--- config.mk ---
export PLATFORM = sky130hd
export DESIGN_NAME = mem_stage
export DESIGN_NICKNAME = d
export VERILOG_FILES = /design/src/rtl/mem_stage_pkg.sv /design/src/rtl/mem_load_align.sv /design/src/rtl/mem_stage.sv
export SDC_FILE = /design/constraint.sdc
export NUM_CORES = 1
export LEC_CHECK = 0
export ABC_AREA = 1
export BUFFER_PORTS_ARGS = -buffer_cell sky130_fd_sc_hd__buf_4
export CAP_MARGIN = 5
export CORE_MARGIN = 10
export CORE_UTILIZATION = 54
export DETAILED_ROUTE_END_ITERATION = 7
export PLACE_DENSITY = 0.89
export SLEW_MARGIN = 5
export SYNTH_ARGS = -nofsm -noshare
export SYNTH_HDL_FRONTEND = slang
export SYNTH_SLANG_ARGS = --single-unit
export TNS_END_PERCENT = 20
--- constraint.sdc ---
create_clock -name clk -period 2.2 [get_ports clk]
set_clock_uncertainty 0.1 [all_clocks]
set_input_delay 0.22 -clock clk [delete_from_list [all_inputs] [get_ports clk]]
set_output_delay 0.22 -clock clk [all_outputs]
set_load 0.03 [all_outputs]
--- src/rtl/mem_stage_pkg.sv ---
// mem_stage_pkg
// Shared types and helpers for the memory-access pipeline stage.
//   lsu_op_e  : memory operation encoding carried from EX
//   state_e   : MEM stage control FSM states
//   ALE_BIT   : position of the address-misalignment flag in except_type
//   SIZE_*    : data_size encodings on the data-memory bus
//   is_load / is_store / op_size / is_misaligned : op classification helpers
package mem_stage_pkg;

    localparam int EXCEPT_W = 10;
    localparam int ALE_BIT  = 6;

    localparam logic [1:0] SIZE_BYTE = 2'd0;
    localparam logic [1:0] SIZE_HALF = 2'd1;
    localparam logic [1:0] SIZE_WORD = 2'd2;

    typedef enum logic [3:0] {
        LSU_NONE  = 4'd0,
        LSU_LD_B  = 4'd1,
        LSU_LD_H  = 4'd2,
        LSU_LD_W  = 4'd3,
        LSU_LD_BU = 4'd4,
        LSU_LD_HU = 4'd5,
        LSU_ST_B  = 4'd6,
        LSU_ST_H  = 4'd7,
        LSU_ST_W  = 4'd8
    } lsu_op_e;

    typedef enum logic [2:0] {
        S_IDLE  = 3'd0,
        S_REQ   = 3'd1,
        S_WAIT  = 3'd2,
        S_DONE  = 3'd3,
        S_DRAIN = 3'd4
    } state_e;

    function automatic logic is_load(input lsu_op_e op);
        return (op == LSU_LD_B) || (op == LSU_LD_H) || (op == LSU_LD_W) ||
               (op == LSU_LD_BU) || (op == LSU_LD_HU);
    endfunction

    function automatic logic is_store(input lsu_op_e op);
        return (op == LSU_ST_B) || (op == LSU_ST_H) || (op == LSU_ST_W);
    endfunction

    function automatic logic [1:0] op_size(input lsu_op_e op);
        case (op)
            LSU_LD_H, LSU_LD_HU, LSU_ST_H: return SIZE_HALF;
            LSU_LD_W, LSU_ST_W:            return SIZE_WORD;
            default:                       return SIZE_BYTE;
        endcase
    endfunction

    // Byte accesses can never be misaligned; halves need addr[0]==0,
    // words need addr[1:0]==0.
    function automatic logic is_misaligned(input lsu_op_e op, input logic [1:0] addr_lo);
        case (op_size(op))
            SIZE_HALF: return addr_lo[0];
            SIZE_WORD: return |addr_lo;
            default:   return 1'b0;
        endcase
    endfunction

endpackage

--- src/rtl/mem_load_align.sv ---
// mem_load_align
// Combinational lane steering for the memory stage.
//   data    : in  DATA_W  raw bus word (load) or store data (store)
//   addr_lo : in  2       low address bits selecting the byte/half lane
//   op      : in  lsu_op_e memory operation
//   result  : out DATA_W  load ops: selected lane, sign/zero extended;
//                         store ops: low byte/half replicated to every lane;
//                         anything else: data passed through
// The same block serves both the load-result path and the store-data
// replicator, so the lane conventions live in one place.
module mem_load_align
    import mem_stage_pkg::*;
#(
    parameter int DATA_W = 32
) (
    input  logic [DATA_W-1:0] data,
    input  logic [1:0]        addr_lo,
    input  lsu_op_e           op,
    output logic [DATA_W-1:0] result
);

    logic [7:0]  lane_b;
    logic [15:0] lane_h;

    // Pick the addressed byte and half-word, then extend or replicate.
    always_comb begin
        case (addr_lo)
            2'd0:    lane_b = data[7:0];
            2'd1:    lane_b = data[15:8];
            2'd2:    lane_b = data[23:16];
            default: lane_b = data[31:24];
        endcase
        lane_h = addr_lo[1] ? data[31:16] : data[15:0];

        result = data;
        case (op)
            LSU_LD_B:  result = {{(DATA_W-8){lane_b[7]}}, lane_b};
            LSU_LD_BU: result = {{(DATA_W-8){1'b0}}, lane_b};
            LSU_LD_H:  result = {{(DATA_W-16){lane_h[15]}}, lane_h};
            LSU_LD_HU: result = {{(DATA_W-16){1'b0}}, lane_h};
            LSU_ST_B:  result = {(DATA_W/8){data[7:0]}};
            LSU_ST_H:  result = {(DATA_W/16){data[15:0]}};
            default:   result = data;
        endcase
    end

endmodule

--- src/rtl/mem_stage.sv ---
// mem_stage
// Memory-access pipeline stage between EX and WB. Registers the EX payload,
// issues load/store requests on a req/addr_ok/data_ok bus, aligns and
// extends load data, flags misaligned accesses (ALE) and hands the result
// to WB under valid/ready.
//
// Ports:
//   clk, rst_n (synchronous, active low), flush (kill in-flight instruction)
//   in_*     : EX payload with in_valid/in_ready handshake
//   data_*   : data-memory bus (req, wr, size, wstrb, addr, wdata, addr_ok,
//              data_ok, rdata)
//   out_*    : WB payload with out_valid/out_ready handshake
//
// Optional build macro MEM_STAGE_FWD_EN adds fwd_valid/fwd_addr/fwd_data/
// fwd_stall for the ID bypass network. Without it, hazards are handled by
// the upstream interlock and these ports do not exist.
module mem_stage
    import mem_stage_pkg::*;
#(
    parameter int DATA_W   = 32,
    parameter int REG_W    = 5,
    parameter int LSU_OP_W = 4
) (
    input  logic                clk,
    input  logic                rst_n,
    input  logic                flush,

    input  logic                in_valid,
    output logic                in_ready,
    input  logic [DATA_W-1:0]   in_pc,
    input  logic [DATA_W-1:0]   in_ex_result,
    input  logic [LSU_OP_W-1:0] in_lsu_op,
    input  logic [DATA_W-1:0]   in_lsu_data,
    input  logic                in_rw_en,
    input  logic [REG_W-1:0]    in_rw_addr,
    input  logic [EXCEPT_W-1:0] in_except_type,

    output logic                data_req,
    output logic                data_wr,
    output logic [1:0]          data_size,
    output logic [3:0]          data_wstrb,
    output logic [DATA_W-1:0]   data_addr,
    output logic [DATA_W-1:0]   data_wdata,
    input  logic                data_addr_ok,
    input  logic                data_data_ok,
    input  logic [DATA_W-1:0]   data_rdata,

    output logic                out_valid,
    input  logic                out_ready,
    output logic [DATA_W-1:0]   out_pc,
    output logic [DATA_W-1:0]   out_result,
    output logic                out_rw_en,
    output logic [REG_W-1:0]    out_rw_addr,
    output logic [EXCEPT_W-1:0] out_except_type
`ifdef MEM_STAGE_FWD_EN
    ,
    output logic                fwd_valid,
    output logic [REG_W-1:0]    fwd_addr,
    output logic [DATA_W-1:0]   fwd_data,
    output logic                fwd_stall
`endif
);

    state_e              state;
    lsu_op_e             r_op;
    logic [DATA_W-1:0]   r_addr;
    logic [DATA_W-1:0]   r_lsu_data;

    lsu_op_e             in_op;
    logic                accept;
    logic                take;
    logic                in_misaligned;
    logic                in_goes_to_bus;
    logic [EXCEPT_W-1:0] in_except_merged;
    logic [DATA_W-1:0]   load_result;

    assign in_op    = lsu_op_e'(in_lsu_op[3:0]);
    assign in_ready = (state == S_IDLE) || ((state == S_DONE) && out_ready);
    assign accept   = in_valid && in_ready;
    // A payload offered in the same cycle as a flush belongs to the flushed
    // path too, so it is dropped rather than loaded.
    assign take     = accept && !flush;

    assign in_misaligned = is_misaligned(in_op, in_ex_result[1:0]);

    // Merge ALE into the incoming exception vector; any exception at all
    // keeps the access off the bus and suppresses the register write.
    always_comb begin
        in_except_merged = in_except_type;
        if (in_misaligned) begin
            in_except_merged[ALE_BIT] = 1'b1;
        end
    end

    assign in_goes_to_bus = (is_load(in_op) || is_store(in_op)) &&
                            (in_except_merged == '0);

    // Bus fields come straight from the payload registers, so they stay
    // stable for as long as the request waits for addr_ok.
    assign data_req  = (state == S_REQ);
    assign data_wr   = is_store(r_op);
    assign data_size = op_size(r_op);
    assign data_addr = r_addr;
    assign out_valid = (state == S_DONE);

    // Store byte enables from the access size and address lane.
    always_comb begin
        case (r_op)
            LSU_ST_B: data_wstrb = 4'b0001 << r_addr[1:0];
            LSU_ST_H: data_wstrb = r_addr[1] ? 4'b1100 : 4'b0011;
            LSU_ST_W: data_wstrb = 4'b1111;
            default:  data_wstrb = 4'b0000;
        endcase
    end

    mem_load_align #(.DATA_W(DATA_W)) u_load_align (
        .data    (data_rdata),
        .addr_lo (r_addr[1:0]),
        .op      (r_op),
        .result  (load_result)
    );

    mem_load_align #(.DATA_W(DATA_W)) u_store_repl (
        .data    (r_lsu_data),
        .addr_lo (r_addr[1:0]),
        .op      (r_op),
        .result  (data_wdata)
    );

    // Control FSM plus payload registers. Once addr_ok has been seen the
    // response must still be consumed, so a flush from then on parks in
    // DRAIN until the orphan data_ok arrives.
    always_ff @(posedge clk) begin
        if (!rst_n) begin
            state           <= S_IDLE;
            r_op            <= LSU_NONE;
            r_addr          <= '0;
            r_lsu_data      <= '0;
            out_pc          <= '0;
            out_result      <= '0;
            out_rw_en       <= 1'b0;
            out_rw_addr     <= '0;
            out_except_type <= '0;
        end else begin
            case (state)
                S_IDLE: begin
                    if (take) begin
                        state <= in_goes_to_bus ? S_REQ : S_DONE;
                    end
                end
                S_REQ: begin
                    if (flush) begin
                        state <= data_addr_ok ? S_DRAIN : S_IDLE;
                    end else if (data_addr_ok) begin
                        state <= S_WAIT;
                    end
                end
                S_WAIT: begin
                    if (data_data_ok) begin
                        state <= flush ? S_IDLE : S_DONE;
                        if (!flush && is_load(r_op)) begin
                            out_result <= load_result;
                        end
                    end else if (flush) begin
                        state <= S_DRAIN;
                    end
                end
                S_DONE: begin
                    if (flush) begin
                        state <= S_IDLE;
                    end else if (out_ready) begin
                        if (take) begin
                            state <= in_goes_to_bus ? S_REQ : S_DONE;
                        end else begin
                            state <= S_IDLE;
                        end
                    end
                end
                S_DRAIN: begin
                    if (data_data_ok) begin
                        state <= S_IDLE;
                    end
                end
                default: state <= S_IDLE;
            endcase

            if (take) begin
                r_op            <= in_op;
                r_addr          <= in_ex_result;
                r_lsu_data      <= in_lsu_data;
                out_pc          <= in_pc;
                out_result      <= in_ex_result;
                out_rw_en       <= in_rw_en && (in_except_merged == '0);
                out_rw_addr     <= in_rw_addr;
                out_except_type <= in_except_merged;
            end
        end
    end

`ifdef MEM_STAGE_FWD_EN
    // Bypass: result is forwardable once in DONE; a load still on the bus
    // must stall any dependent instruction in ID.
    assign fwd_valid = (state == S_DONE) && out_rw_en;
    assign fwd_addr  = out_rw_addr;
    assign fwd_data  = out_result;
    assign fwd_stall = ((state == S_REQ) || (state == S_WAIT)) &&
                       is_load(r_op) && out_rw_en;
`endif

endmodule

==> results of run 1 <==
[stage by stage]
stage,instance area [sq um],TNS [ns],power (mW),utilization [%],hold slack (ns)
floorplan,8100,0,6.92,-,0.268
global placement,10500,0,8.67,71.7,0.352
detailed placement,10500,0,8.73,71.7,0.356
CTS,12100,-0.0162,11.8,83.0,0.00125
global route,12400,-3.33,12.9,85.2,0.00720
finish,12400,-1.56,12.5,85.2,-0.00298
[power breakdown]
group          leakage [nW]  switching, mW  internal [mW]  total (mW)
Combinational          4.49           3.88           2.05        5.92
Sequential             1.24          0.411           3.22        3.63
Clock                 0.284           1.41           1.52        2.93
Total                  6.02           5.70           6.78        12.5
[path summary, 6_finish.rpt]
check,depth (start not counted),endpoint,from
max reg2reg,8,out_rw_en$_SDFFE_PN0P_,state[1]$_SDFFE_PN0P_
max,8,out_rw_en$_SDFFE_PN0P_,in_except_type[0]
min reg2reg,2,data_addr[15]$_SDFFE_PN0P_,data_addr[15]$_SDFFE_PN0P_
min,3,out_except_type[5]$_SDFFE_PN0P_,in_except_type[5]
[registers in the layout, summed over array words and instances, names as in the netlist]
register,count
state,3
out_pc,32
r_op,4
data_addr,32
out_rw_addr,5
out_rw_en,1
r_lsu_data,32
out_result,32
out_except_type,10
[cell usage in the layout (no fill, tap or decap), types with 2 or more instances in the layout]
master           n
o21ai_1         22
ha_1             2
nand2_4          7
buf_4          322
clkbuf_16       19
o211ai_1        15
or2_2            4
buf_12           8
nor2_4           4
buf_6           23
nand3_1         63
nand3_2         11
nor4_1           2
nand2_2          5
dfxtp_4          5
clkinv_8         3
clkinvlp_4       3
nor2_1         196
inv_2            8
a21oi_1        101
inv_1          107
inv_4            5
inv_8            3
dlygate4sd3_1   91
o21ai_0        148
inv_6            6
dfxtp_1        145
nand4_1         10
nor2_2           9
nand2_1        288
o21ai_2          9
[what timing repair did]
action | 4_1_cts | 5_1_grt
buffers inserted | 7 | 4
gates cloned | 1 | 3
hold buffers | 90 | 1
gates resized for setup | 34 | 63
pin swaps | 4 | 6
endpoints found under the hold margin | 89 | 1
setup endpoints to repair | 34 | 39
[routing by layer]
metal  wire length (um)  part of all wire, %
met4               2950                  7.2
met3               5480                   13
met1              13800                   34
met5                  0                    0
met2              18900                   46
[worst max-delay path, delay by kind of cell]
| family | cells | cell delay [ns] |
|---|---|---|
| buffers and inverters | 3 | 1.32 |
| AND/OR/NAND/NOR | 4 | 0.78 |
| AO/OA/AOI/OAI | 1 | 0.23 |
[logic make-up after synthesis]
group	count (synthesis)	share of synthesized area [%]
compound gates	305	19.7
buf+inv	198	11.8
flops	151	37.3
mux	1	0.124
simple gates	602	30.7
fa+ha+maj	2	0.309
[area by class of cell]
type                    instances  area [sq um]
diodes                          1          2.50
clock buffers                  17           425
clock inverters                15           156
fillers                       813          2160
inverters                     122           474
multi-input cells             911          4300
flip-flops and latches        151          3040
well taps                     184           230
repair buffers                446          3800
repair inverters                1          7.51
==> flow_metrics.py, run 1 <==
metrics = {
    "pwr": {
        "powerDensity_mw_per_mm2": 1000,
        "ir_drop_uv": 654,
        "p_leak_nw": 6.02,
    },
    "placed_design": {
        "dp_hpwl_mm": 24.1,
        "pre_cts_ws_ns": 0.211,
        "place.port_buffers": 308,
        "gp_congestion": 1.00,
        "dp.cells": 1709,
    },
    "global_routing": {
        "met3_usage_pct": 13.7,
        "grt_max_degree": 81,
        "met2_usage_pct": 59.4,
        "grt_util_met1_pct": 40.3,
        "grt_pass1_vias": 10700,
        "antenna_found_initial": 0,
        "grt_use_total_pct": 36.3,
        "grt_pass1_wl_mm": 58.9,
        "grt_overflow": 0,
        "grt-busiest-layer": "met2",
    },
    "sta": {
        "worst_slack_ns": -0.104,
        "setup_viol": 27,
        "hold_viol": 1,
        "tightest_slew_ns": 0.647,
        "fin_hold_ws_ns": -0.00298,
        "period_minus_slack_ns": 2.30,
        "relSlewSlack_pct": 56.9,
        "max_freq_mhz": 434,
        "period_share_pct": 105,
        "drv_slew": 0,
        "rsz0062_at_grt": "yes",
    },
    "logic_synthesis": {
        "synth_cells": 1259,
        "yosys_most_used_dff": "dfxtp_1",
        "synthTopCellsByCount": "nand2_1, nor2_1, o21ai_0",
        "async_flop_share_pct": 0,
        "synth_edf_count": 0,
        "synth_cell_type_count": 40,
        "yosysMostFrequentCell": "nand2_1",
        "synth_area_per_cell_sq_um": 6.43,
        "ys_seq_area_share_pct": 37.3,
        "yosysTopAreaCell": "dfxtp_1",
        "synth_top_area_share_pct": 37.3,
        "synth_area_sq_mm": 0.00810,
        "ys_seq_elements": 151,
        "synthTopCellsByArea": "dfxtp_1, nand2_1, o21ai_0",
        "synth_fp_nets": 1416,
        "ys_warn_count": 0,
    },
    "cts": {
        "cts_buffer_depth": 2,
        "insertion_delay_ns": 0.44,
        "clk_pin_slew_ns": 0.07,
        "cts_tree": "built",
        "cts_buffers": 17,
        "clock-sinks": 151,
        "root_buffer": "clkbuf_16",
        "htreeDepth": 4,
    },
    "detailed_routing": {
        "routed_via_density": 6.03,
        "routed_wirelength_mm": 41.1,
        "ant_nets": 0,
        "drtIter0Drc": 1570,
        "drc": 0,
        "wl_per_cell_um": 22.3,
        "drt_pass1_iterations": 8,
        "route.vias.total": 11100,
    },
    "floorplan": {
        "core_sq_mm": 0.0146,
        "ios": 309,
        "rows": 44,
        "die_h_um": 142,
        "die_x_um": 142,
        "start_util_pct": 55.5,
        "dieArea_sq_mm": 0.0203,
    },
    "worst_setup_path": {
        "cp.required_ns": 2.44,
        "crit_fanout": 2,
        "r2r_slack_ns": 0.01,
        "crit_chain": "dlygate4sd3_1, buf_4, nor2_2, nand3_1, nor2_1, nand3_1, dlygate4sd3_1, a21oi_1",
        "worstSetupPathType": "in -> reg",
        "start_kind": "input port",
        "cp-end-kind": "register",
        "slowest_stage": "dlygate4sd3_1",
        "cpPeakStageDelay_ns": 0.62,
        "worstPathArrival_ns": 2.55,
    },
    "status": {
        "outcome": "complete, but fails checks",
        "failed_checks": "hold timing, setup timing",
    },
    "cells_and_area": {
        "nets": 1807,
        "area_growth_pct": 53.5,
        "fin_cells": 1848,
        "drive_above_1_share_pct": 28.0,
    },
    "job": {
        "cap_viol_max_count": 0,
    },
    "min_path": {
        "hp-class": "in -> reg",
    },
}
(Power assumes the default switching activity.)
==> run 2: changes to the inputs <==
--- a/config.mk
+++ b/config.mk
@@ -9,9 +9,9 @@
 export BUFFER_PORTS_ARGS = -buffer_cell sky130_fd_sc_hd__buf_4
 export CAP_MARGIN = 5
 export CORE_MARGIN = 10
-export CORE_UTILIZATION = 54
+export CORE_UTILIZATION = 34
 export DETAILED_ROUTE_END_ITERATION = 7
-export PLACE_DENSITY = 0.89
+export PLACE_DENSITY = 0.61
 export SLEW_MARGIN = 5
 export SYNTH_ARGS = -nofsm -noshare
 export SYNTH_HDL_FRONTEND = slang
==> flow_metrics.py, run 2 (synthesized netlist as in run 1, its figures left out) <==
metrics = {
    "placed_design": {
        "place.port_buffers": 308,
        "pre_cts_ws_ns": 0.0859,
        "gp_congestion": 0.954,
        "dp.cells": 1842,
        "dp_hpwl_mm": 25.2,
    },
    "detailed_routing": {
        "drt_pass1_iterations": 6,
        "wl_per_cell_um": 17.4,
        "routed_via_density": 4.94,
        "routed_wirelength_mm": 34.7,
        "ant_nets": 0,
        "drtIter0Drc": 733,
        "route.vias.total": 9844,
        "drc": 0,
    },
    "worst_setup_path": {
        "cpPeakStageDelay_ns": 0.37,
        "cp-end-kind": "output pin",
        "slowest_stage": "dfxtp_4",
        "cp_top_family": "buffers and inverters",
        "crit_fanout": 7,
        "worstPathArrival_ns": 1.88,
        "path_buf_inv": 4,
        "path_common_cell": "o21ai_1",
        "crit_chain": "inv_4, nand2_8, nor2_4, clkinvlp_4, o21ai_1, inv_1, o21ai_1, buf_4",
        "cp.required_ns": 1.88,
        "worstSetupPathType": "reg -> out",
        "start_kind": "register",
    },
    "cts": {
        "clk_pin_slew_ns": 0.07,
        "htreeDepth": 4,
        "clock-sinks": 151,
        "cts_tree": "built",
        "insertion_delay_ns": 0.43,
        "root_buffer": "clkbuf_16",
        "cts_buffers": 17,
        "cts_buffer_depth": 2,
    },
    "sta": {
        "drv_slew": 0,
        "worst_slack_ns": 0.00311,
        "period_share_pct": 99.9,
        "rsz0062_at_grt": "yes",
        "period_minus_slack_ns": 2.20,
        "tightest_slew_ns": 0.471,
        "fin_hold_ws_ns": -0.00314,
        "hold_viol": 1,
        "relSlewSlack_pct": 68.6,
        "max_freq_mhz": 455,
        "setup_viol": 0,
    },
    "global_routing": {
        "grt_max_degree": 89,
        "grt_pass1_wl_mm": 51.9,
        "grt_overflow": 0,
        "grt_pass1_vias": 9313,
        "antenna_found_initial": 3,
        "grt_use_total_pct": 21.3,
    },
    "cells_and_area": {
        "nets": 1814,
        "drive_above_1_share_pct": 27.4,
        "fillers": 2283,
        "final_util_pct": 54.0,
        "area_growth_pct": 56.6,
        "fin_cells": 1992,
        "final_common_cell": "buf_4",
        "layout_common_cells": "buf_4, nand2_1, nor2_1",
    },
    "pwr": {
        "p_leak_nw": 6.00,
        "total_power_mw": 12.2,
        "ir_drop_uv": 448,
        "powerDensity_mw_per_mm2": 964,
    },
    "status": {
        "failed_checks": "hold timing",
        "outcome": "complete, but fails checks",
    },
    "floorplan": {
        "ios": 309,
        "die_x_um": 174,
        "dieArea_sq_mm": 0.0304,
        "start_util_pct": 34.5,
        "die_h_um": 174,
        "core_sq_mm": 0.0235,
        "rows": 56,
    },
    "job": {
        "cap_viol_max_count": 0,
    },
    "min_path": {
        "hp-class": "in -> reg",
    },
}
run 2: cell count changes in the layout (fill, tap and decap cells not counted), moves of 5 or more:
cell           change
dlygate4sd3_1      +9
buf_6             -14
nand3_1            +5
buf_4             +10
nand3_2            -7
run 2: final cells by class:
type | count | area [sq um] | share of cell area (%)
antenna | 3 | 7.51 | 0.0592
clock inverter | 14 | 165 | 1.30
multi-input combinational | 913 | 4340 | 34.3
sequential | 151 | 3040 | 24.0
timing repair buffer | 452 | 3810 | 30.0
inverter | 122 | 475 | 3.75
tap | 319 | 399 | 3.15
clock buffer | 18 | 439 | 3.46
run 2: power breakdown:
part	internal, mW	total [mW]	switching, mW
combinational	2.05	5.60	3.55
sequential	3.22	3.56	0.339
clock	1.74	3.07	1.33
total	7.00	12.2	5.22
run 2: repair_timing:
action / 4_1_cts / 5_1_grt
endpoints found under the hold margin: 103 / 0
cloned: 0 / 3
pin swaps: 5 / 11
resized for setup: 25 / 59
hold buffers: 100 / 0
setup endpoints to repair: 36 / 36
buffers inserted: 7 / 5
run 2: worst paths after layout:
kind	startpoint	slack, ns	cells past startpoint	endpoint
setup / recovery	r_op[3]$_SDFFE_PN0P_	0.003	8	data_wstrb[3]
hold / removal	in_lsu_data[24]	-0.003	3	r_lsu_data[24]$_SDFFE_PN0P_
setup reg to reg	state[2]$_SDFFE_PN0P_	0.24	9	out_result[31]$_SDFFE_PN0P_
hold reg to reg	data_addr[21]$_SDFFE_PN0P_	0.37	2	data_addr[21]$_SDFFE_PN0P_
run 2: worst register-to-register path, delay by kind of cell, from the launching register on:
family / cells / cell delay [ns]
AOI/OAI and AO/OA: 2 / 0.32
buffers and inverters: 3 / 0.49
DFF: 1 / 0.35
and+or+nand+nor: 4 / 0.64
run 2: per-stage QoR:
step | cell area, sq um | hold WS, ns | setup TNS (ns)
2_1_floorplan | 8100 | 0.268 | 0
3_3_place_gp | 10600 | 0.354 | 0
3_5_place_dp | 10600 | 0.356 | 0
4_1_cts | 12400 | 0.00212 | -0.216
5_1_grt | 12700 | 0.00653 | -0.602
6_report | 12700 | -0.00314 | 0
run 2: layer usage:
metal	global-route usage [%]	vias to the layer above	routed length, um
li1	-	4870	-
met1	25.0	4500	14200
met2	34.9	401	16400
met3	6.39	73	2840
met4	9.69	0	1300
met5	0	-	0
